[src/rtl/bank_sequencer.sv]
// Streams BANK_LEN-digit banks from a synchronous digit ROM to an evaluator with
// ready/valid handshaking, and accumulates the per-bank results into a 32-bit score.
module bank_sequencer #(
   parameter int NUM_BANKS = 200,
   parameter int BANK_LEN  = 100,
   parameter int ADDR_W    = 15,
   parameter int RES_W     = 7
) (
   input  logic              clk,
   input  logic              rst,
   input  logic              start,
   output logic [ADDR_W-1:0] rom_addr,
   input  logic [3:0]        rom_data,
   output logic              dig_valid,
   output logic [3:0]        dig_data,
   output logic              dig_last,
   input  logic              dig_ready,
   input  logic              res_valid,
   input  logic [RES_W-1:0]  res_value,
   output logic [31:0]       score,
   output logic              busy,
   output logic              done,
   output logic              err
);

   localparam int CNT_W  = $clog2(BANK_LEN + 1);
   localparam int BANK_W = $clog2(NUM_BANKS + 1);

   typedef enum logic [2:0] {S_IDLE, S_STREAM, S_WAIT_RES, S_ACCUM, S_DONE} state_t;

   state_t             state_q, state_d;
   logic [CNT_W-1:0]   rd_cnt;
   logic [BANK_W-1:0]  bank_idx;
   logic [ADDR_W-1:0]  addr_q;
   logic               rd_vld_p1, rd_last_p1;
   logic               skid_vld, skid_last;
   logic [3:0]         skid_data;
   logic               out_vld, out_last;
   logic [3:0]         out_data;
   logic [31:0]        res_cap;
   logic [31:0]        score_q;
   logic               err_q;

   logic               start_go, xfer, out_take, skid_load, issue, issue_last, room;
   logic [1:0]         occ;

   assign start_go   = start && (state_q == S_IDLE || state_q == S_DONE);
   assign xfer       = out_vld && dig_ready;
   assign out_take   = !out_vld || xfer;
   assign skid_load  = rd_vld_p1 && (!out_take || skid_vld);

   // A new read may only be issued if its data is guaranteed a slot next cycle,
   // even if the evaluator stalls: at most one digit may remain held after this edge.
   assign occ        = {1'b0, out_vld} + {1'b0, skid_vld} + {1'b0, rd_vld_p1};
   assign room       = (occ - {1'b0, xfer}) <= 2'd1;
   assign issue      = (state_q == S_STREAM) && (rd_cnt != CNT_W'(BANK_LEN)) && room;
   assign issue_last = (rd_cnt == CNT_W'(BANK_LEN - 1));

   always_ff @(posedge clk or negedge rst) begin
      if (!rst) state_q <= S_IDLE;
      else      state_q <= state_d;
   end

   always_comb begin
      state_d = state_q;
      busy    = 1'b0;
      done    = 1'b0;
      case (state_q)
         S_IDLE:     if (start) state_d = S_STREAM;
         S_STREAM: begin
            busy = 1'b1;
            if (xfer && out_last) state_d = S_WAIT_RES;
         end
         S_WAIT_RES: begin
            busy = 1'b1;
            if (res_valid) state_d = S_ACCUM;
         end
         S_ACCUM: begin
            busy    = 1'b1;
            state_d = (bank_idx == BANK_W'(NUM_BANKS - 1)) ? S_DONE : S_STREAM;
         end
         S_DONE: begin
            done = 1'b1;
            if (start) state_d = S_STREAM;
         end
         default:    state_d = S_IDLE;
      endcase
   end

   always_ff @(posedge clk or negedge rst) begin
      if (!rst) begin
         rd_cnt    <= '0;
         bank_idx  <= '0;
         addr_q    <= '0;
         rd_vld_p1 <= 1'b0;
         skid_vld  <= 1'b0;
         out_vld   <= 1'b0;
         out_last  <= 1'b0;
         score_q   <= '0;
         err_q     <= 1'b0;
      end else if (start_go) begin
         rd_cnt    <= '0;
         bank_idx  <= '0;
         addr_q    <= '0;
         rd_vld_p1 <= 1'b0;
         skid_vld  <= 1'b0;
         out_vld   <= 1'b0;
         out_last  <= 1'b0;
         score_q   <= '0;
         err_q     <= 1'b0;
      end else begin
         // p1: ROM read in flight, data appears on rom_data next cycle
         rd_vld_p1 <= issue;
         if (issue) begin
            addr_q <= addr_q + ADDR_W'(1);
            rd_cnt <= rd_cnt + CNT_W'(1);
         end else if (state_q == S_ACCUM) begin
            rd_cnt <= '0;
         end
         if (state_q == S_ACCUM) begin
            bank_idx <= bank_idx + BANK_W'(1);
            score_q  <= score_q + res_cap;
         end
         // output stage refills from the skid first so digit order is preserved
         if (out_take) begin
            out_vld  <= skid_vld | rd_vld_p1;
            out_last <= skid_vld ? skid_last : (rd_vld_p1 & rd_last_p1);
         end
         skid_vld <= out_take ? (skid_vld & rd_vld_p1) : (skid_vld | rd_vld_p1);
         if ((rd_vld_p1 && rom_data > 4'd9) || (res_valid && state_q != S_WAIT_RES))
            err_q <= 1'b1;
      end
   end

   always_ff @(posedge clk) begin
      rd_last_p1 <= issue_last;
      if (out_take)
         out_data <= skid_vld ? skid_data : rom_data;
      if (skid_load) begin
         skid_data <= rom_data;
         skid_last <= rd_last_p1;
      end
      if (state_q == S_WAIT_RES && res_valid)
         res_cap <= 32'(res_value);
   end

   assign rom_addr  = addr_q;
   assign dig_valid = out_vld;
   assign dig_data  = out_data;
   assign dig_last  = out_last;
   assign score     = score_q;
   assign err       = err_q;

endmodule

[config.mk]
export PLATFORM = sky130hd
export DESIGN_NAME = bank_sequencer
export DESIGN_NICKNAME = d
export VERILOG_FILES = /design/src/rtl/bank_sequencer.sv
export SDC_FILE = /design/constraint.sdc
export NUM_CORES = 1
export LEC_CHECK = 0
export ABC_AREA = 1
export BUFFER_PORTS_ARGS = -buffer_cell sky130_fd_sc_hd__buf_2
export CAP_MARGIN = 40
export CORE_MARGIN = 1
export CORE_UTILIZATION = 50
export DETAILED_ROUTE_END_ITERATION = 16
export GPL_TIMING_DRIVEN = 0
export PLACE_DENSITY_LB_ADDON = 0.3
export SLEW_MARGIN = 20
export SYNTH_ARGS = -nofsm -noshare
export SYNTH_HDL_FRONTEND = slang
export SYNTH_SLANG_ARGS = --single-unit
[constraint.sdc]
create_clock -name clk -period 5.7 [get_ports clk]
set_input_delay 1.14 -clock clk [delete_from_list [all_inputs] [get_ports clk]]
set_output_delay 1.14 -clock clk [all_outputs]
set_load 0.02 [all_outputs]
==> results of run 1 <==
==> power by group through the flow <==
| stage | Clock (W) | Combinational, W | Sequential [W] |
|---|---|---|---|
| 2_1_floorplan | 0 | 0.000495 | 0.000867 |
| 3_3_place_gp | 0 | 0.000763 | 0.000810 |
| 3_5_place_dp | 0 | 0.000786 | 0.000816 |
| 4_1_cts | 0.000479 | 0.000794 | 0.000804 |
| 5_1_grt | 0.000506 | 0.000888 | 0.000820 |
| 6_report | 0.000470 | 0.000792 | 0.000804 |
==> stage by stage <==
stage	std cells	worst slack, ns	area [um2]	utilization [%]	power (W)
after floorplan	690	2.98	5050	-	0.00136
after global placement	894	2.67	5570	57.0	0.00157
after detailed placement	895	2.60	5600	57.3	0.00160
after CTS	911	2.97	5810	59.4	0.00208
after global routing	911	2.81	5810	59.4	0.00221
final	911	2.97	5810	59.4	0.00207
==> Yosys cell counts, types with 6 or more instances <==
| cell | instances |
|---|---|
| inv_1 | 86 |
| nor2_2 | 6 |
| a21oi_1 | 20 |
| nor2_1 | 95 |
| ha_1 | 13 |
| nand4_1 | 13 |
| nand2_2 | 6 |
| xor2_1 | 8 |
| nor3_1 | 16 |
| edfxtp_1 | 16 |
| o21ai_0 | 19 |
| nand2_1 | 202 |
| nand3_1 | 70 |
| dfrtp_1 | 70 |
==> path summary, 6_finish.rpt <==
check                               to  slack (ns)  depth (start not counted)
hold reg to reg              skid_last        0.45                          0
setup / recovery           rom_addr[7]        2.97                         15
hold / removal               skid_last        0.45                          0
min in group asynchronous          err        0.69                          1
setup reg to reg           rom_addr[7]        3.39                         14
max in group asynchronous     score[0]        4.45                          2
==> per-layer routing <==
| metal | track usage (%) | wire [um] | vias up |
|---|---|---|---|
| li1 | - | - | 2380 |
| met4 | 8.57 | 190 | 0 |
| met1 | 35.4 | 5890 | 2203 |
| met2 | 38.5 | 5520 | 119 |
| met5 | 0 | 0 | - |
| met3 | 3.97 | 576 | 18 |
==> sequential cells by signal (all words and copies together) (netlist names), 3 cells and up <==
name / flops
bank_idx: 8
dig_data: 4
rd_cnt: 7
res_cap: 7
rom_addr: 15
score: 32
skid_data: 4
state_q: 3
==> layout make-up <==
type | count | area [um2] | share of cell area [%]
Multi-Input combinational cell | 502 | 2390 | 41.2
Timing Repair Buffer | 72 | 385 | 6.63
Buffer | 11 | 66.3 | 1.14
Sequential cell | 87 | 2250 | 38.8
Clock buffer | 9 | 124 | 2.13
Tap cell | 133 | 166 | 2.86
Inverter | 90 | 338 | 5.82
Clock inverter | 7 | 85.1 | 1.46
==> cells by family after synthesis <==
kind of cell	after synthesis	share of synthesized area, %
adders and majority gates	14	3.62
DFF	87	44.6
buffers and inverters	101	8.00
AOI/OAI and AO/OA	58	6.54
xor gates and xnor gates	10	1.73
and+or+nand+nor	420	35.5
==> critical path: stages <==
cell and delay (ns):
buf_2 0.10, nand2_1 0.08, inv_1 0.05, ha_1 0.28, inv_1 0.05, ha_1 0.27, nand2_1 0.07, inv_1 0.04
o21bai_1 0.12, nand3_1 0.18, nor2_4 0.26, nor2_2 0.07, buf_4 0.18, nand2_1 0.07, nand2_1 0.05
==> impl_metrics.tcl, run 1 <==
set metrics [dict create \
    diodes 0 \
    pwr-share-seq_pct 38.9 \
    cts_buffers 9 \
    grt_pass1_vias 4194 \
    clk_pin_slew_ns 0.10 \
    final_cell_mix "202 x nand2_1, 95 x nor2_1, 86 x inv_1, 75 x buf_2" \
    io_buffer_count 71 \
    synth_area_mm2 0.00505 \
    synth_nets 720 \
    grt_overflow 0 \
    cp.arrival_ns 3.01 \
    initial_core_util_pct 51.7 \
    synth-main-ff-cell "dfrtp_1" \
    dieHeight_um 102 \
    rsz0062_at_grt "false" \
    core_area_mm2 0.00977 \
    syn_to_final_growth_pct 15.1 \
    fin_skew_ns 0.0109 \
    fin_crit_ns 2.73 \
    synth_area_per_cell_um2 7.32 \
    crit_start "dig_ready" \
    syn_inst 690 \
    grt_pass1_wl_um 20000 \
    ys_seq_area_share_pct 44.6 \
    first_pass_iters 5 \
    swShare_pct 42.6 \
    routedWlPerCell_um 13.4 \
    leakagePower_nw 2.95 \
    synthArstFlopShare_pct 80.5 \
    gp_congestion 0.887 \
    startpoint_type "primary input" \
    ys_warn_count 0 \
    drt_iter0_markers 419 \
    worstHoldStart "rd_last_p1" \
    critical_path_class "in -> reg" \
    viasPerCell 5.18 \
    max-cap-violations 0 \
    postCtsHoldBufs 0 \
    grtUsageTotal_pct 24.8 \
    synth-edff-count 16 \
    pin_count 72 \
    setup-tns-final_ns 0 \
    ys_ff_latch 87 \
    worst_slew_pin_slew_ns 0.780 \
    synthTopCellsByArea "dfrtp_1 35%, nand2_1 15%, edfxtp_1 9.5%" \
    ys_types 39 \
    htree_levels 3 \
    cts_tree "done" \
    setup_viol 0 \
    synth_area_leader_cell "dfrtp_1" \
    final.period_utilization_pct 47.9 \
    switching_power_w 0.000880 \
    grt_max_degree 43 \
    wl_um 12200 \
    cp-end-kind "flop" \
    die-area_mm2 0.0105 \
    nets 803 \
    drc 0 \
    final_common_cell "nand2_1" \
    intPower_w 0.00119 \
    vdd_drop_max_mv 0.211 \
    status "complete, no violations" \
    r2r_start "dig_valid" \
    fmax_ghz 0.366 \
    finalHoldViolCount 0 \
    yosys.area.top_type_share_pct 34.7 \
    dp_hpwl_um 9050 \
    maxSlewViolCount 0 \
    clock-sinks 87 \
    path_max_fanout 10 \
    hold_ws_ns 0.454 \
    slew_headroom_pct 47.8 \
    critical_path_required_ns 5.98 \
    pwr_density_cell_mw_per_mm2 356 \
    cts.path.max_buffers 2 \
    hp-class "reg -> reg" \
    post_cts_buffers 0 \
    drive_gt1_share_pct 15.4 \
    rows 36 \
    antenna_found_initial 0 \
    vias 4720 \
    clkPwrFrac_pct 22.7 \
    fillers 917 \
    antenna_left 0 \
    clk_latency_ns 0.38 \
    cts_resized 0 \
    fp.dieW_um 102 \
    cts-root-buf "clkbuf_8" \
    pwr-share-comb_pct 38.3 \
]
(Power assumes the default switching activity.)
==> run 2: changes to the inputs <==
ABC_AREA = 0   (was 1)
clock period = 2.7 ns   (was 5.7 ns; I/O delays follow)
==> impl_metrics.tcl, run 2 <==
set metrics [dict create \
    status "complete, no violations" \
    rows 33 \
    vias 3572 \
    pin_count 72 \
    grt_overflow 0 \
    fin_skew_ns 0.0118 \
    cts_buffers 9 \
    synth-edff-count 16 \
    final_cell_mix "76 x buf_2, 70 x dfrtp_1, 40 x nand2_1, 36 x nor2_1, 25 x a21oi_1" \
    first_pass_iters 4 \
    cpPeakStageDelay_ns 0.50 \
    initial_core_util_pct 52.5 \
    startpoint_type "flop" \
    diodes 0 \
    vdd_drop_max_mv 0.502 \
    rsz0062_at_grt "true" \
    synth_area_mm2 0.00438 \
    viasPerCell 5.66 \
    ys_ff_latch 87 \
    drc 0 \
    reg2reg_setup_slack_ns 0.12 \
    finalHoldViolCount 0 \
    hp-class "in -> async" \
    nets 551 \
    grt_pass1_wl_um 15500 \
    max-cap-violations 0 \
    largest_reg_flops 32 \
    clk_latency_ns 0.35 \
    drive_gt1_share_pct 22.4 \
    yosys.area.top_type_share_pct 40.0 \
    fin_util_pct 61.8 \
    dieHeight_um 95.6 \
    maxSlewViolCount 0 \
    cp_cell_sequence "and2_1 -> ha_1 -> inv_1 -> ha_1 -> a21oi_2 -> xnor2_2 -> or2_0 -> buf_2 -> or4_1 -> a21oi_1" \
    hold_ws_ns 0.0835 \
    fmax_ghz 0.388 \
    pwr_density_cell_mw_per_mm2 842 \
    syn_to_final_growth_pct 17.8 \
    antenna_left 0 \
    worst_slew_pin_slew_ns 0.686 \
    ys_types 53 \
    ys_seq_area_share_pct 51.4 \
    drt_iter0_markers 185 \
    yosysMostFrequentCell "dfrtp_1" \
    grt_pass1_vias 3413 \
    critical_path_class "reg -> reg" \
    grt_max_degree 48 \
    clk_pin_slew_ns 0.10 \
    leakagePower_nw 2.44 \
    setup_viol 0 \
    slew_headroom_pct 54.0 \
    htree_levels 3 \
    synth_area_per_cell_um2 10.2 \
    final_common_cell "buf_2" \
    critical_path_required_ns 2.98 \
    cts-root-buf "clkbuf_8" \
    fp.dieW_um 95.6 \
    ys_warn_count 0 \
    wl_um 9520 \
    routedWlPerCell_um 15.1 \
    synth-main-ff-cell "dfrtp_1" \
    cp_slowest_cell "or4_1" \
    postCtsHoldBufs 0 \
    gp_congestion 0.841 \
    synthTopCellsByArea "dfrtp_1 40%, edfxtp_1 11%, ha_1 3.7%" \
    synthArstFlopShare_pct 80.5 \
    final.period_utilization_pct 95.5 \
    yosys-top-cells-count "70 x dfrtp_1, 40 x nand2_1, 36 x nor2_1, 26 x a21oi_1, 20 x o21ai_0" \
    dp_hpwl_um 6760 \
    core_area_mm2 0.00834 \
    syn_inst 431 \
    cts.path.max_buffers 2 \
    clock-sinks 87 \
    die-area_mm2 0.00913 \
    io_buffer_count 71 \
    synth_area_leader_cell "dfrtp_1" \
    cts_tree "done" \
    path_max_fanout 5 \
    cp-end-kind "flop" \
    synth_nets 461 \
    cp.arrival_ns 2.86 \
    grtUsageTotal_pct 22.1 \
    fin_crit_ns 2.58 \
    antenna_found_initial 0 \
    crit_top_cell "ha_1" \
]
-- run 2: cell count changes after synthesis, sizes merged, moves of 8 or more --
cell	before	now
and3	1	12
inv	90	17
nand2	208	40
nand3	71	18
nor2	102	36
nor4	1	11
or3	0	8
xnor2	2	18
-- run 2: stage by stage --
step / instance area, um2 / total power, W / TNS, ns / setup WS (ns) / cells
6_report: 5160 / 0.00434 / 0 / 0.121 / 631
5_1_grt: 5160 / 0.00464 / -0.0333 / -0.0262 / 631
4_1_cts: 5110 / 0.00427 / 0 / 0.0421 / 627
3_5_place_dp: 4900 / 0.00332 / -4.81 / -0.395 / 609
3_3_place_gp: 4860 / 0.00325 / -3.34 / -0.301 / 607
2_1_floorplan: 4380 / 0.00284 / 0 / 0.0670 / 431
-- run 2: final timing paths --
| path | from | cells after the start | to |
|---|---|---|---|
| setup / recovery | dig_valid | 10 | rom_addr[14] |
| hold / removal | rst | 1 | score[26] |
| setup reg to reg | dig_valid | 10 | rom_addr[14] |
| hold reg to reg | rd_last_p1 | 0 | skid_last |
| max in group asynchronous | rst | 2 | rd_cnt[0] |
| min in group clk | res_value[6] | 1 | res_cap[6] |
-- run 2: report_power, final --
part / switching (W) / internal (W)
Sequential: 0.000188 / 0.00156
Combinational: 0.00108 / 0.000662
Clock: 0.000486 / 0.000365
Total: 0.00175 / 0.00259
-- run 2: logic make-up after synthesis --
family | count (synthesis) | synth area share (%)
adder cells (fa/ha/maj) | 14 | 4.17
flip-flops | 87 | 51.4
buffers and inverters | 31 | 3.14
XOR/XNOR | 31 | 6.20
AND/OR/NAND/NOR | 180 | 21.3
AO/OA/AOI/OAI | 81 | 12.0
multiplexers | 7 | 1.71
-- run 2: worst max-delay path, delay by kind of cell (launching register included) --
| family | cells | cell delay [ns] |
|---|---|---|
| adders and majority gates | 2 | 0.54 |
| AOI/OAI and AO/OA | 2 | 0.31 |
| DFF | 1 | 0.42 |
| xor gates and xnor gates | 1 | 0.12 |
| and+or+nand+nor | 3 | 0.93 |
| buffers and inverters | 2 | 0.19 |
-- run 2: final cells by class --
class,count,area [um2]
Buffer,14,73.8
Multi-Input combinational cell,313,2020
Inverter,17,63.8
Clock inverter,6,43.8
Tap cell,105,131
Clock buffer,10,138
Sequential cell,87,2250
Fill cell,709,3180
Timing Repair Buffer,79,435
-- run 2: what timing repair did --
action                                  in CTS  in global routing
setup buffers                                2                  3
endpoints found under the setup margin      17                 18
pin swaps                                    1                  3
resized for setup                            3                  3
-- run 2: per-layer routing --
layer,track usage [%],vias to the layer above,routed length [um]
li1,-,1734,-
met1,29.1,1762,4420
met2,36.7,69,4690
met3,4.55,7,324
met4,6.72,0,80
met5,0,-,0
==> run 3: changes to the inputs <==
MAX_ROUTING_LAYER = met4   (was not set)
==> impl_metrics.tcl, run 3 (synthesis results as in run 2) <==
set metrics [dict create \
    cts.path.max_buffers 2 \
    path_max_fanout 5 \
    postCtsHoldBufs 0 \
    diodes 0 \
    fmax_ghz 0.388 \
    grt_overflow 0 \
    core_area_mm2 0.00834 \
    fp.dieW_um 95.6 \
    cts-root-buf "clkbuf_8" \
    status "complete, no violations" \
    dieHeight_um 95.6 \
    vias 3559 \
    final_cell_mix "76 x buf_2, 70 x dfrtp_1, 40 x nand2_1, 36 x nor2_1, 25 x a21oi_1" \
    dp_slack_ns -0.395 \
    rsz0062_at_grt "true" \
    worst_slew_pin_slew_ns 0.686 \
    grt_max_degree 48 \
    routedWlPerCell_um 15.1 \
    cts_tree "done" \
    finalHoldViolCount 0 \
    largest_reg_flops 32 \
    pwr_density_cell_mw_per_mm2 841 \
    initial_core_util_pct 52.5 \
    drive_gt1_share_pct 22.4 \
    post_dp_cell_area_mm2 0.00490 \
    first_pass_iters 4 \
    viasPerCell 5.64 \
    fin_skew_ns 0.0116 \
    clk_latency_ns 0.35 \
    syn_to_final_growth_pct 17.8 \
    cp-end-kind "flop" \
    antenna_left 0 \
    final.period_utilization_pct 95.5 \
    critical_path_class "reg -> reg" \
    total_power_w 0.00434 \
    maxSlewViolCount 0 \
    nets 551 \
    setup_viol 0 \
    gp_congestion 0.854 \
    vdd_drop_max_mv 0.502 \
    startpoint_type "flop" \
    die-area_mm2 0.00913 \
    design_area_mm2 0.00516 \
    wl_um 9520 \
    leakagePower_nw 2.44 \
    io_buffer_count 71 \
    cts_buffers 9 \
    fin_ws_ns 0.120 \
    drt_iter0_markers 194 \
    grt_pass1_wl_um 15500 \
    grtUsageTotal_pct 22.8 \
    htree_levels 3 \
    critical_path_required_ns 2.98 \
    grt_pass1_vias 3412 \
    drc 0 \
    cp.arrival_ns 2.86 \
    clock-sinks 87 \
    antenna_found_initial 0 \
    final_common_cell "buf_2" \
    clk_pin_slew_ns 0.10 \
    max-cap-violations 0 \
    reg2reg_depth 10 \
    hp-class "in -> async" \
    pin_count 72 \
    rows 33 \
    dp_hpwl_um 6760 \
    fin_crit_ns 2.58 \
    slew_headroom_pct 54.0 \
]
==> run 3: cell counts in the layout (fill, tap and decap cells not counted) <==
Identical to the previous run, type by type.
==> run 3: area by class of cell <==
type | instances | area, um2
Sequential cell | 87 | 2250
Multi-Input combinational cell | 313 | 2020
Tap cell | 105 | 131
Timing Repair Buffer | 79 | 435
Inverter | 17 | 63.8
Buffer | 14 | 73.8
Clock inverter | 6 | 43.8
Fill cell | 709 | 3180
Clock buffer | 10 | 138
==> run 3: through the flow <==
step / util [%] / TNS [ns] / std cells / hold slack, ns
detailed placement: 58.7 / -4.81 / 609 / 0.425
finish: 61.8 / 0 / 631 / 0.0788
CTS: 61.3 / 0 / 627 / 0.0817
global placement: 58.3 / -3.34 / 607 / 0.421
global route: 61.8 / -0.0333 / 631 / 0.0817
floorplan: - / 0 / 431 / 0.244
==> run 3: routing by layer <==
metal	share of wire (%)	track usage (%)	vias up
met2	50	36.7	67
met4	0.84	7.09	0
li1	-	-	1732
met1	46	29.2	1752
met3	3.4	4.39	8
met5	0	-	-
==> run 3: path summary, 6_finish.rpt <==
kind	startpoint	end	slack [ns]
min in group clk	res_value[6]	res_cap[6]	0.36
worst max-delay path	dig_valid	rom_addr[14]	0.12
max in group asynchronous	rst	bank_idx[1]	2.08
worst min-delay path	rst	rom_addr[8]	0.08
worst max register to register	dig_valid	rom_addr[14]	0.12
worst min register to register	rd_last_p1	skid_last	0.44
==> run 3: repair_timing <==
action / 4_1_cts / 5_1_grt
resized for setup: 3 / 3
endpoints found under the setup margin: 17 / 18
pin swaps: 1 / 3
setup buffers: 2 / 3
cloned: 0 / 0
==> run 3: power breakdown <==
| group | internal [W] | total [W] | switching [W] |
|---|---|---|---|
| sequential | 0.00156 | 0.00175 | 0.000187 |
| combinational | 0.000662 | 0.00174 | 0.00107 |
| clock | 0.000365 | 0.000852 | 0.000487 |
| total | 0.00259 | 0.00434 | 0.00175 |
==> run 3: worst max-delay path, stage by stage (launching register included) <==
cell and delay (ns):
dfrtp_1 0.42, and2_1 0.20, ha_1 0.27, inv_1 0.04
ha_1 0.27, a21oi_2 0.16, xnor2_2 0.12, or2_0 0.23
buf_2 0.15, or4_1 0.50, a21oi_1 0.15
